[config.mk]
export PLATFORM = sky130hd
export DESIGN_NAME = multicycle_ctrl
export DESIGN_NICKNAME = d
export VERILOG_FILES = /design/src/rtl/mips_pkg.sv /design/src/rtl/multicycle_ctrl_aludec.sv /design/src/rtl/multicycle_ctrl.sv
export SDC_FILE = /design/constraint.sdc
export NUM_CORES = 1
export LEC_CHECK = 0
export BUFFER_PORTS_ARGS = -buffer_cell sky130_fd_sc_hd__buf_2
export CAP_MARGIN = 20
export CORE_UTILIZATION = 46
export CTS_BUF_LIST = sky130_fd_sc_hd__clkbuf_8
export CTS_CLUSTER_SIZE = 40
export DETAILED_ROUTE_END_ITERATION = 8
export PLACE_DENSITY = 0.85
export SYNTH_ARGS = -nofsm -noshare
export SYNTH_HDL_FRONTEND = slang
export SYNTH_HIERARCHICAL = 1
export SYNTH_SLANG_ARGS = --single-unit
[constraint.sdc]
create_clock -name clk -period 1.95 [get_ports clk]
set_input_delay 0.195 -clock clk [delete_from_list [all_inputs] [get_ports clk]]
set_output_delay 0.195 -clock clk [all_outputs]
set_load 0.02 [all_outputs]
[src/rtl/mips_pkg.sv]
// Shared encodings for the multicycle MIPS controller: FSM states, opcodes,
// funct codes, ALU operations and datapath select values.
package mips_pkg;

  typedef enum logic [3:0] {
    S_FETCH   = 4'd0,
    S_DECODE  = 4'd1,
    S_MEMADR  = 4'd2,
    S_MEMRD   = 4'd3,
    S_MEMWB   = 4'd4,
    S_MEMWR   = 4'd5,
    S_EXECUTE = 4'd6,
    S_ALUWB   = 4'd7,
    S_BRANCH  = 4'd8,
    S_ADDIEX  = 4'd9,
    S_ADDIWB  = 4'd10,
    S_JUMP    = 4'd11
  } statetype;

  localparam logic [5:0] OP_RTYPE = 6'b000000;
  localparam logic [5:0] OP_LW    = 6'b100011;
  localparam logic [5:0] OP_SW    = 6'b101011;
  localparam logic [5:0] OP_BEQ   = 6'b000100;
  localparam logic [5:0] OP_ADDI  = 6'b001000;
  localparam logic [5:0] OP_J     = 6'b000010;

  localparam logic [5:0] F_ADD = 6'b100000;
  localparam logic [5:0] F_SUB = 6'b100010;
  localparam logic [5:0] F_AND = 6'b100100;
  localparam logic [5:0] F_OR  = 6'b100101;
  localparam logic [5:0] F_SLT = 6'b101010;

  localparam logic [2:0] ALU_ADD = 3'b010;
  localparam logic [2:0] ALU_SUB = 3'b110;
  localparam logic [2:0] ALU_AND = 3'b000;
  localparam logic [2:0] ALU_OR  = 3'b001;
  localparam logic [2:0] ALU_SLT = 3'b111;

  localparam logic [1:0] ALUOP_ADD   = 2'b00;
  localparam logic [1:0] ALUOP_SUB   = 2'b01;
  localparam logic [1:0] ALUOP_FUNCT = 2'b10;

  localparam logic [1:0] SRCB_RT    = 2'b00;
  localparam logic [1:0] SRCB_FOUR  = 2'b01;
  localparam logic [1:0] SRCB_IMM   = 2'b10;
  localparam logic [1:0] SRCB_IMMSH = 2'b11;

  localparam logic [1:0] PCSRC_ALU    = 2'b00;
  localparam logic [1:0] PCSRC_ALUOUT = 2'b01;
  localparam logic [1:0] PCSRC_JUMP   = 2'b10;

endpackage

[src/rtl/multicycle_ctrl_aludec.sv]
// ALU control decoder: maps the FSM's aluop request and the funct field
// to an ALU operation, flagging functs the datapath does not implement.
module mc_aludec
  import mips_pkg::*;
(
  input  logic [1:0] aluop,
  input  logic [5:0] funct,
  output logic [2:0] alucontrol,
  output logic       bad_funct
);

  // Unknown functs fall back to add so the instruction still completes.
  always_comb begin
    alucontrol = ALU_ADD;
    bad_funct  = 1'b0;
    case (aluop)
      ALUOP_ADD: alucontrol = ALU_ADD;
      ALUOP_SUB: alucontrol = ALU_SUB;
      ALUOP_FUNCT: begin
        case (funct)
          F_ADD:   alucontrol = ALU_ADD;
          F_SUB:   alucontrol = ALU_SUB;
          F_AND:   alucontrol = ALU_AND;
          F_OR:    alucontrol = ALU_OR;
          F_SLT:   alucontrol = ALU_SLT;
          default: begin
            alucontrol = ALU_ADD;
            bad_funct  = 1'b1;
          end
        endcase
      end
      default: alucontrol = ALU_ADD;
    endcase
  end

endmodule

[src/rtl/multicycle_ctrl.sv]
// Control FSM for a multicycle MIPS datapath with a unified memory; outputs
// decode from the state, with memory strobes qualified by memready.
module multicycle_ctrl
  import mips_pkg::*;
#(
  parameter int STATE_W   = 4,
  parameter int ALUCTRL_W = 3
) (
  input  logic                 clk,
  input  logic                 reset,
  input  logic [5:0]           op,
  input  logic [5:0]           funct,
  input  logic                 zero,
  input  logic                 memready,
  output logic                 memreq,
  output logic                 memwrite,
  output logic                 irwrite,
  output logic                 iord,
  output logic                 pcen,
  output logic                 regwrite,
  output logic                 regdst,
  output logic                 memtoreg,
  output logic                 alusrca,
  output logic [1:0]           alusrcb,
  output logic [1:0]           pcsrc,
  output logic [ALUCTRL_W-1:0] alucontrol,
  output logic                 illegal,
  output logic [STATE_W-1:0]   state
);

  logic [STATE_W-1:0] state_r;
  logic [STATE_W-1:0] next_s;
  logic               pcwrite_s;
  logic               branch_s;
  logic               bad_op_s;
  logic               exec_s;
  logic [1:0]         aluop_s;
  logic [2:0]         alu_s;
  logic               bad_funct_s;

  // State register; reset abandons any in-flight access immediately.
  always_ff @(posedge clk or negedge reset) begin
    if (!reset) state_r <= S_FETCH;
    else        state_r <= next_s;
  end

  // Next-state and Moore output decode; memory states hold until memready.
  always_comb begin
    next_s    = S_FETCH;
    memreq    = 1'b0;
    memwrite  = 1'b0;
    irwrite   = 1'b0;
    pcwrite_s = 1'b0;
    branch_s  = 1'b0;
    iord      = 1'b0;
    regwrite  = 1'b0;
    regdst    = 1'b0;
    memtoreg  = 1'b0;
    alusrca   = 1'b0;
    alusrcb   = SRCB_RT;
    pcsrc     = PCSRC_ALU;
    aluop_s   = ALUOP_ADD;
    bad_op_s  = 1'b0;
    exec_s    = 1'b0;
    case (state_r)
      S_FETCH: begin
        memreq    = 1'b1;
        alusrcb   = SRCB_FOUR;
        irwrite   = memready;
        pcwrite_s = memready;
        if (memready) next_s = S_DECODE;
        else          next_s = S_FETCH;
      end
      S_DECODE: begin
        alusrcb = SRCB_IMMSH;
        case (op)
          OP_LW, OP_SW: next_s = S_MEMADR;
          OP_RTYPE:     next_s = S_EXECUTE;
          OP_BEQ:       next_s = S_BRANCH;
          OP_ADDI:      next_s = S_ADDIEX;
          OP_J:         next_s = S_JUMP;
          default: begin
            next_s   = S_FETCH;
            bad_op_s = 1'b1;
          end
        endcase
      end
      S_MEMADR: begin
        alusrca = 1'b1;
        alusrcb = SRCB_IMM;
        if (op == OP_SW) next_s = S_MEMWR;
        else             next_s = S_MEMRD;
      end
      S_MEMRD: begin
        memreq = 1'b1;
        iord   = 1'b1;
        if (memready) next_s = S_MEMWB;
        else          next_s = S_MEMRD;
      end
      S_MEMWB: begin
        memtoreg = 1'b1;
        regwrite = 1'b1;
        next_s   = S_FETCH;
      end
      S_MEMWR: begin
        memreq   = 1'b1;
        iord     = 1'b1;
        memwrite = memready;
        if (memready) next_s = S_FETCH;
        else          next_s = S_MEMWR;
      end
      S_EXECUTE: begin
        alusrca = 1'b1;
        aluop_s = ALUOP_FUNCT;
        exec_s  = 1'b1;
        next_s  = S_ALUWB;
      end
      S_ALUWB: begin
        regdst   = 1'b1;
        regwrite = 1'b1;
        next_s   = S_FETCH;
      end
      S_BRANCH: begin
        alusrca  = 1'b1;
        aluop_s  = ALUOP_SUB;
        pcsrc    = PCSRC_ALUOUT;
        branch_s = 1'b1;
        next_s   = S_FETCH;
      end
      S_ADDIEX: begin
        alusrca = 1'b1;
        alusrcb = SRCB_IMM;
        next_s  = S_ADDIWB;
      end
      S_ADDIWB: begin
        regwrite = 1'b1;
        next_s   = S_FETCH;
      end
      S_JUMP: begin
        pcsrc     = PCSRC_JUMP;
        pcwrite_s = 1'b1;
        next_s    = S_FETCH;
      end
      default: next_s = S_FETCH;
    endcase
  end

  mc_aludec u_aludec (
    .aluop      (aluop_s),
    .funct      (funct),
    .alucontrol (alu_s),
    .bad_funct  (bad_funct_s)
  );

  assign alucontrol = ALUCTRL_W'(alu_s);
  assign pcen       = pcwrite_s | (branch_s & zero);
  assign illegal    = bad_op_s | (exec_s & bad_funct_s);
  assign state      = state_r;

endmodule

==> flow_metrics.tcl, run 1 <==
set metrics [dict create \
    cts_sinks 4 \
    ys_top_cells_by_area "dfrtp_1 14%, nor3_1 7.9%, nor2_1 7.0%" \
    synth_fp_nets 117 \
    io_pins 37 \
    violations "negative setup slack" \
    drt-pass1-iter-count 5 \
    setup_viol 1 \
    arrival_ns 1.76 \
    rsz0062_at_grt "true" \
    yosys.area.top_type "dfrtp_1" \
    fin_area_sq_um 1060 \
    overflow 0 \
    gr-usage-all-layers 0.259 \
    r2r-end "state[1]" \
    grt_use_met3 0.0489 \
    outcome "finished, violations left" \
    final_util 0.773 \
    cts.clk_slew.worst_paths_ns 0.03 \
    reg2reg_depth 5 \
    worst_pin_slew_ns 0.331 \
    syn_to_final_growth_pct 50.7 \
    start_util 0.513 \
    synthTopCellsByCount "13 x nor2_1, 11 x nor3_1, 6 x inv_1, 5 x a21oi_1, 5 x nand2_1" \
    cpPeakStageDelay_ns 0.43 \
    period_needed_ns 1.95 \
    tritoncts "built" \
    path_class "flip-flop to primary output" \
    power_leakage_nw 0.537 \
    worstSetupStartpointType "flip-flop" \
    cp_top_family "simple AND/OR/NAND/NOR gates" \
    crit_path_cell_trace "inv_2 > nand2_2 > nor2_4 > inv_1 > ha_1 > nor3_2 > a41oi_2 > buf_2" \
    dieWidth_microns 41.0 \
    required_ns 1.75 \
    root_buffer "clkbuf_8" \
    rrSetupSlack_ns 0.48 \
    regToRegStartpoint "state[1]" \
    synth_top_cell_area_share 0.143 \
    grtUsageMet1 0.323 \
    worstPathMaxFanout 5 \
    drive_above_1_share 0.465 \
    ys_warn_count 6 \
    synth-edff-count 0 \
    ys_seq_area_frac 0.143 \
    row_count 13 \
    clock_latency_ns 0.21 \
    p_total_mw 1.12 \
    finalNonFillerCells 157 \
    grt_pass1_vias 659 \
    hold_viol_final 0 \
    grt.busiest_layer "met2" \
    drv_slew 0 \
    cap_violations 0 \
    ant_nets 0 \
    avgSynthCellArea_sq_um 7.08 \
    numCtsBuffers 3 \
    place_area_sq_um 923 \
    period_share 1.00 \
    place_ws_ns 0.180 \
    diodes 0 \
    cts_max_path_buffers 2 \
    synth_seq_cells 4 \
    netlist-cell-type-count 36 \
    setup_tns_ns -0.000794 \
    critical_path.endpoint_type "primary output" \
    wl_mm 2.34 \
    largest_reg_flops 4 \
    nFillCells 104 \
    power_density_nw_per_um2 1060 \
    grt_pass1_wl_mm 2.84 \
    gr-usage-met2 0.469 \
    place.gp.congestion 0.805 \
    dpl.cell_count 150 \
    drc 0 \
    h-tree-depth 1 \
    synth_most_common_cell "nor2_1" \
    skew_ns 0.00632 \
    via_per_inst 5.85 \
    dieArea_sq_um 1680 \
    die_h_microns 41.0 \
    synthCells 99 \
    vias 918 \
    cp_num_buf_inv 3 \
    hp-class "primary input to async pin" \
    peakVddDrop_uv 805 \
    synth_flop_cell "dfrtp_1" \
    drt_iter0_markers 16 \
    portBuffers 36 \
    holdWs_ns 0.325 \
    fp.coreArea_sq_um 1370 \
    grt_max_degree 17 \
    cp_slowest_cell "dfrtp_2" \
    antenna_found_initial 0 \
    num-nets-final 162 \
    wl_per_cell_microns 14.9 \
    fmax_ghz 0.513 \
    dpl.hpwl_mm 1.59 \
    syn_area_sq_um 701 \
    relSlewSlack 0.778 \
    setup_slack_ns -0.000794 \
    async_flop_share 1.00 \
]
worst max-delay path by stage:
stage	start	endpoint	slack, ns	cells after the start
2_1_floorplan	state[1]	alucontrol[2]	0.04	7
3_3_place_gp	state[3]	alucontrol[2]	0.25	7
3_5_place_dp	state[3]	alucontrol[2]	0.18	7
4_1_cts	state[2]	alucontrol[2]	-0.01	7
5_1_grt	state[2]	alucontrol[2]	-0.06	7
6_report	state[3]	alucontrol[1]	-0.0008	8
layout by cell type, fill, tap and decap left out, types with 2 or more instances in the layout:
master    netlist  routed
and3_1          2       2
buf_2           4      35
mux2i_1         2       2
nand2_1         5       4
nand2b_1        4       2
nor2b_1         4       4
xor2_1          3       3
inv_2           1       2
a21oi_1         5       5
nand3_1         3       3
and4bb_1        2       2
a32o_1          3       2
nor3_2          1       2
nand2b_4        1       3
a21o_1          2       2
o21ai_1         3       3
buf_4           2       9
inv_1           6       5
o211ai_1        3       3
dfrtp_1         4       3
nor2_1         13      11
clkbuf_8        0       3
nor3_1         11       9
where the power goes:
part / internal [mW] / switching [mW] / leakage [nW]
clock: 0.131 / 0.0383 / 0.0216
sequential: 0.107 / 0.0421 / 0.0520
combinational: 0.304 / 0.494 / 0.463
timing repair:
item | in CTS | in global routing
setup buffers | 0 | 3
pin swaps | 0 | 3
setup endpoints to repair | 3 | 3
gates resized for setup | 4 | 10
endpoints found under the hold margin | 4 | 0
hold buffers | 1 | 0
cell families (layout without fill, tap and decap cells):
| logic type | Yosys count | in the layout | share of synthesized area |
|---|---|---|---|
| simple gates | 50 | 50 | 0.409 |
| buf+inv | 13 | 56 | 0.0875 |
| xor+xnor | 3 | 3 | 0.0375 |
| fa+ha+maj | 2 | 2 | 0.0357 |
| compound gates | 25 | 25 | 0.259 |
| mux | 2 | 2 | 0.0286 |
| flops | 4 | 4 | 0.143 |
layer usage:
layer	wire (microns)	share of wire
met5	0	0
met4	0	0
met3	85	0.036
met2	1240	0.53
met1	1020	0.43
cell type report:
class | instances | area [sq um] | area share
Multi-Input combinational cell | 82 | 604 | 0.572
Clock buffer | 3 | 41.3 | 0.0391
Timing Repair Buffer | 46 | 264 | 0.250
Sequential cell | 4 | 101 | 0.0960
Tap cell | 15 | 18.8 | 0.0178
Inverter | 7 | 26.3 | 0.0249
Power figures use the tool's default switching activity.
==> run 2: changes to the inputs <==
--- a/config.mk
+++ b/config.mk
@@ -5,9 +5,11 @@
 export SDC_FILE = /design/constraint.sdc
 export NUM_CORES = 1
 export LEC_CHECK = 0
-export BUFFER_PORTS_ARGS = -buffer_cell sky130_fd_sc_hd__buf_2
+export BUFFER_PORTS_ARGS = -buffer_cell sky130_fd_sc_hd__buf_4
 export CAP_MARGIN = 20
-export CORE_UTILIZATION = 46
+export CELL_PAD_IN_SITES_DETAIL_PLACEMENT = 1
+export CELL_PAD_IN_SITES_GLOBAL_PLACEMENT = 1
+export CORE_UTILIZATION = 31
 export CTS_BUF_LIST = sky130_fd_sc_hd__clkbuf_8
 export CTS_CLUSTER_SIZE = 40
 export DETAILED_ROUTE_END_ITERATION = 8
==> flow_metrics.tcl, run 2 (synthesis results as in run 1) <==
set metrics [dict create \
    cts.clk_slew.worst_paths_ns 0.03 \
    critical_path.endpoint_type "primary output" \
    period_needed_ns 1.92 \
    tritoncts "built" \
    grt_pass1_vias 931 \
    final_cell_mix "45 x buf_4, 11 x nor2_1, 9 x nor3_1" \
    h-tree-depth 1 \
    cts_max_path_buffers 2 \
    rsz0062_at_grt "true" \
    worstSetupStartpointType "flip-flop" \
    die_h_microns 49.5 \
    place.gp.congestion 0.806 \
    grt_max_degree 17 \
    setup_tns_ns 0 \
    dieArea_sq_um 2450 \
    ant_nets 0 \
    drc 0 \
    clock_latency_ns 0.22 \
    setup_viol 0 \
    fmax_ghz 0.520 \
    required_ns 1.75 \
    gr-usage-all-layers 0.216 \
    hold_viol_final 0 \
    fin_area_sq_um 1170 \
    antenna_found_initial 0 \
    numCtsBuffers 3 \
    drt_iter0_markers 17 \
    reg2reg_depth 6 \
    arrival_ns 1.73 \
    drt-pass1-iter-count 4 \
    portBuffers 36 \
    peakVddDrop_uv 708 \
    power_density_nw_per_um2 1050 \
    start_util 0.343 \
    drive_above_1_share 0.490 \
    outcome "finished, final reports clean" \
    worst_pin_slew_ns 0.371 \
    vias 912 \
    clkPwrFrac 0.147 \
    grt_pass1_wl_mm 4.24 \
    via_per_inst 5.36 \
    relSlewSlack 0.751 \
    combPwrFrac 0.733 \
    io_pins 37 \
    row_count 16 \
    p_switching_uw 591 \
    cts_sinks 4 \
    holdWs_ns 0.308 \
    dieWidth_microns 49.5 \
    swShare 0.480 \
    syn_to_final_growth_pct 67.3 \
    skew_ns 0.00168 \
    drv_slew 0 \
    internal-power_uw 639 \
    period_share 0.985 \
    largest_reg_flops 4 \
    wl_mm 2.58 \
    diodes 0 \
    overflow 0 \
    hp-class "primary input to async pin" \
    cap_violations 0 \
    finalNonFillerCells 170 \
    dpl.cell_count 163 \
    num-nets-final 163 \
    place_area_sq_um 1040 \
    path_class "flip-flop to primary output" \
    dpl.hpwl_mm 1.91 \
    worstPathMaxFanout 5 \
    power_leakage_nw 0.553 \
    final_util 0.574 \
    seqPwrFrac 0.120 \
    final_common_cell "buf_4" \
    root_buffer "clkbuf_8" \
    wl_per_cell_microns 15.2 \
    fp.coreArea_sq_um 2040 \
]
==> run 2: per-stage QoR <==
stage / setup WS [ns] / power, mW
final: 0.0284 / 1.23
after global routing: -0.0174 / 1.31
after CTS: 0.000602 / 1.22
after detailed placement: 0.147 / 0.994
after global placement: 0.191 / 0.969
after floorplan: 0.0351 / 0.586
==> run 2: final timing paths <==
| path | from | endpoint | slack (ns) |
|---|---|---|---|
| worst max-delay path | state[3] | alucontrol[1] | 0.03 |
| worst min-delay path | reset | state[1] | 0.31 |
| worst max register to register | state[2] | state[0] | 0.50 |
| max in group asynchronous | reset | state[3] | 1.53 |
| min in group clk | memready | state[0] | 0.32 |
| worst min register to register | state[3] | state[3] | 0.66 |
==> run 2: layer usage <==
layer	vias to the layer above	routed length [microns]	GRT usage	part of all wire
li1	452	-	-	-
met1	427	1120	0.276	0.44
met2	26	1320	0.390	0.51
met3	7	85	0.0185	0.033
met4	0	47	0.0429	0.018
met5	-	0	0	0
==> run 2: power by group through the flow <==
stage               combinational [mW]  clock [mW]  sequential (mW)
floorplan                        0.434           0            0.152
global placement                 0.839           0            0.131
CTS                              0.892       0.185            0.146
global route                     0.968       0.190            0.151
finish                           0.902       0.181            0.147
detailed placement               0.858           0            0.135
==> run 2: cell type report <==
type,instances,area (sq um)
fill,276,870
multi-input combinational,82,609
timing repair buffer,47,359
sequential,4,103
clock buffer,3,41.3
tap,27,33.8
inverter,7,26.3
==> run 2: worst max-delay path, cell delays in order, from the launching register on <==
cell     delay, ns
dfrtp_2       0.43
inv_2         0.11
nand2_2       0.11
nor2_4        0.18
inv_1         0.07
ha_2          0.20
nor2_2        0.13
a41oi_2       0.09
buf_4         0.18
==> run 2: repair_timing <==
action / 4_1_cts / 5_1_grt
gates resized for setup: 9 / 7
endpoints found under the hold margin: 4 / 0
setup buffers: 3 / 0
hold buffers: 1 / 0
setup endpoints to repair: 3 / 3
pin swaps: 2 / 5
gates cloned: 0 / 0
==> run 3: changes to the inputs <==
--- a/config.mk
+++ b/config.mk
@@ -9,12 +9,11 @@
 export CAP_MARGIN = 20
 export CELL_PAD_IN_SITES_DETAIL_PLACEMENT = 1
 export CELL_PAD_IN_SITES_GLOBAL_PLACEMENT = 1
-export CORE_UTILIZATION = 31
+export CORE_UTILIZATION = 30
 export CTS_BUF_LIST = sky130_fd_sc_hd__clkbuf_8
 export CTS_CLUSTER_SIZE = 40
 export DETAILED_ROUTE_END_ITERATION = 8
-export PLACE_DENSITY = 0.85
+export PLACE_DENSITY = 0.84
 export SYNTH_ARGS = -nofsm -noshare
 export SYNTH_HDL_FRONTEND = slang
-export SYNTH_HIERARCHICAL = 1
 export SYNTH_SLANG_ARGS = --single-unit
==> flow_metrics.tcl, run 3 <==
set metrics [dict create \
    num-nets-final 160 \
    place.gp.congestion 0.873 \
    synth_top_cell_area_share 0.149 \
    largest_reg_flops 4 \
    tritoncts "built" \
    cts_sinks 4 \
    cp_top_family "flip-flops" \
    drt_iter0_markers 16 \
    period_share 0.956 \
    grt_pass1_wl_mm 4.09 \
    arrival_ns 1.67 \
    die_h_microns 49.3 \
    start_util 0.332 \
    place_area_sq_um 975 \
    drv_slew 0 \
    wl_per_cell_microns 14.5 \
    final_util 0.553 \
    fin_area_sq_um 1120 \
    hold_viol_final 0 \
    hp-class "primary input to async pin" \
    final_common_cell "buf_4" \
    synthTopCellsByCount "14 x nor2_1, 11 x nor3_1, 7 x nand2_1" \
    synthCells 97 \
    crit_path_cell_trace "nand2b_4 > nor3_4 > inv_1 > ha_2 > a41oi_2 > nor2_1 > buf_4" \
    syn_area_sq_um 671 \
    register_area_sq_um 103 \
    root_buffer "clkbuf_8" \
    fp.coreArea_sq_um 2020 \
    synth_most_common_cell "nor2_1" \
    async_flop_share 1.00 \
    skew_ns 0.00120 \
    netlist-cell-type-count 37 \
    drc 0 \
    overflow 0 \
    power_leakage_nw 0.486 \
    ys_top_cells_by_area "dfrtp_1 15%, nor3_1 8.2%, nor2_1 7.8%" \
    dieArea_sq_um 2430 \
    multi_input_area_sq_um 578 \
    io_pins 37 \
    gr-usage-all-layers 0.220 \
    cts.clk_slew.worst_paths_ns 0.03 \
    worst_pin_slew_ns 0.318 \
    drt-pass1-iter-count 4 \
    clock_latency_ns 0.22 \
    synth-edff-count 0 \
    ys_seq_area_frac 0.149 \
    setup_viol 0 \
    numCtsBuffers 3 \
    antenna_found_initial 0 \
    nFillCells 263 \
    synth_flop_cell "dfrtp_1" \
    ys_warn_count 0 \
    fmax_ghz 0.536 \
    final_cell_mix "43 x buf_4, 12 x nor2_1, 8 x nor3_1" \
    cap_violations 0 \
    cp_num_buf_inv 2 \
    wl_mm 2.41 \
    required_ns 1.75 \
    peakVddDrop_uv 443 \
    grt_max_degree 17 \
    avgSynthCellArea_sq_um 6.91 \
    worstSetupStartpointType "flip-flop" \
    diodes 0 \
    synth_fp_nets 116 \
    critical_path.endpoint_type "primary output" \
    cpPeakStageDelay_ns 0.40 \
    grt_pass1_vias 916 \
    dieWidth_microns 49.3 \
    h-tree-depth 1 \
    place_ws_ns 0.0216 \
    portBuffers 36 \
    cts_max_path_buffers 2 \
    cp_slowest_cell "dfrtp_1" \
    ant_nets 0 \
    path_class "flip-flop to primary output" \
    rsz0062_at_grt "false" \
    via_per_inst 5.44 \
    drive_above_1_share 0.453 \
    row_count 16 \
    synth_seq_cells 4 \
    outcome "finished, final reports clean" \
    vias 903 \
    syn_to_final_growth_pct 66.8 \
    yosys.area.top_type "dfrtp_1" \
    setup_slack_ns 0.0856 \
    worstPathMaxFanout 4 \
    relSlewSlack 0.786 \
    setup_tns_ns 0 \
    power_density_nw_per_um2 959 \
    dpl.hpwl_mm 1.74 \
    period_needed_ns 1.86 \
]
==> run 3: final timing paths <==
path | startpoint | end | slack [ns] | cells after the start
max | state[2] | alucontrol[2] | 0.09 | 7
min in group clk | op[0] | state[0] | 0.33 | 3
min reg2reg | state[1] | state[3] | 0.72 | 2
min | reset | state[1] | 0.30 | 2
max reg2reg | state[0] | state[0] | 0.35 | 6
max in group asynchronous | reset | state[3] | 1.53 | 2
==> run 3: power breakdown <==
part / switching (mW) / internal [mW] / total (mW)
Clock: 0.0439 / 0.132 / 0.176
Combinational: 0.434 / 0.329 / 0.764
Sequential: 0.0296 / 0.104 / 0.134
Total: 0.508 / 0.565 / 1.07
==> run 3: stage by stage <==
stage / std cells / power (mW) / hold slack, ns
global placement: 160 / 0.811 / -0.00759
global route: 166 / 1.14 / 0.316
CTS: 166 / 1.05 / 0.287
detailed placement: 160 / 0.825 / -0.00615
floorplan: 97 / 0.560 / -0.101
finish: 166 / 1.07 / 0.305
==> run 3: routing by layer <==
layer / vias to the layer above / part of all wire / global-route usage
met5: - / 0 / 0
met2: 40 / 0.50 / 0.388
met1: 420 / 0.43 / 0.257
met4: 0 / 0.025 / 0.118
met3: 7 / 0.047 / 0.0218
li1: 436 / - / -
==> run 3: what timing repair did <==
action | CTS | global route
pin swaps | 2 | 2
endpoints found under the setup margin | 4 | 6
hold endpoints to repair | 4 | 0
resized for setup | 7 | 8
hold buffers | 1 | 0
gates cloned | 0 | 0
buffers inserted | 2 | 0
==> run 3: layout make-up <==
| class | count | share of cell area |
|---|---|---|
| clock buffers | 3 | 0.0369 |
| inverters | 5 | 0.0168 |
| multi-input cells | 82 | 0.517 |
| flip-flops and latches | 4 | 0.0917 |
| well taps | 27 | 0.0302 |
| repair buffers | 45 | 0.308 |
==> run 3: kinds of logic after synthesis <==
group,count (synthesis),share of synthesized area
and+or+nand+nor,54,0.414
AOI/OAI and AO/OA,22,0.239
buffers and inverters,11,0.103
DFF,4,0.149
xor gates and xnor gates,3,0.0392
adders and majority gates,3,0.0560
==> run 3: worst register-to-register path, delay by kind of cell, from the launching register on <==
kind                   cells  cell delay [ns]
flip-flops                 1             0.40
buffers and inverters      2             0.36
AO/OA/AOI/OAI              2             0.36
AND/OR/NAND/NOR            2             0.33
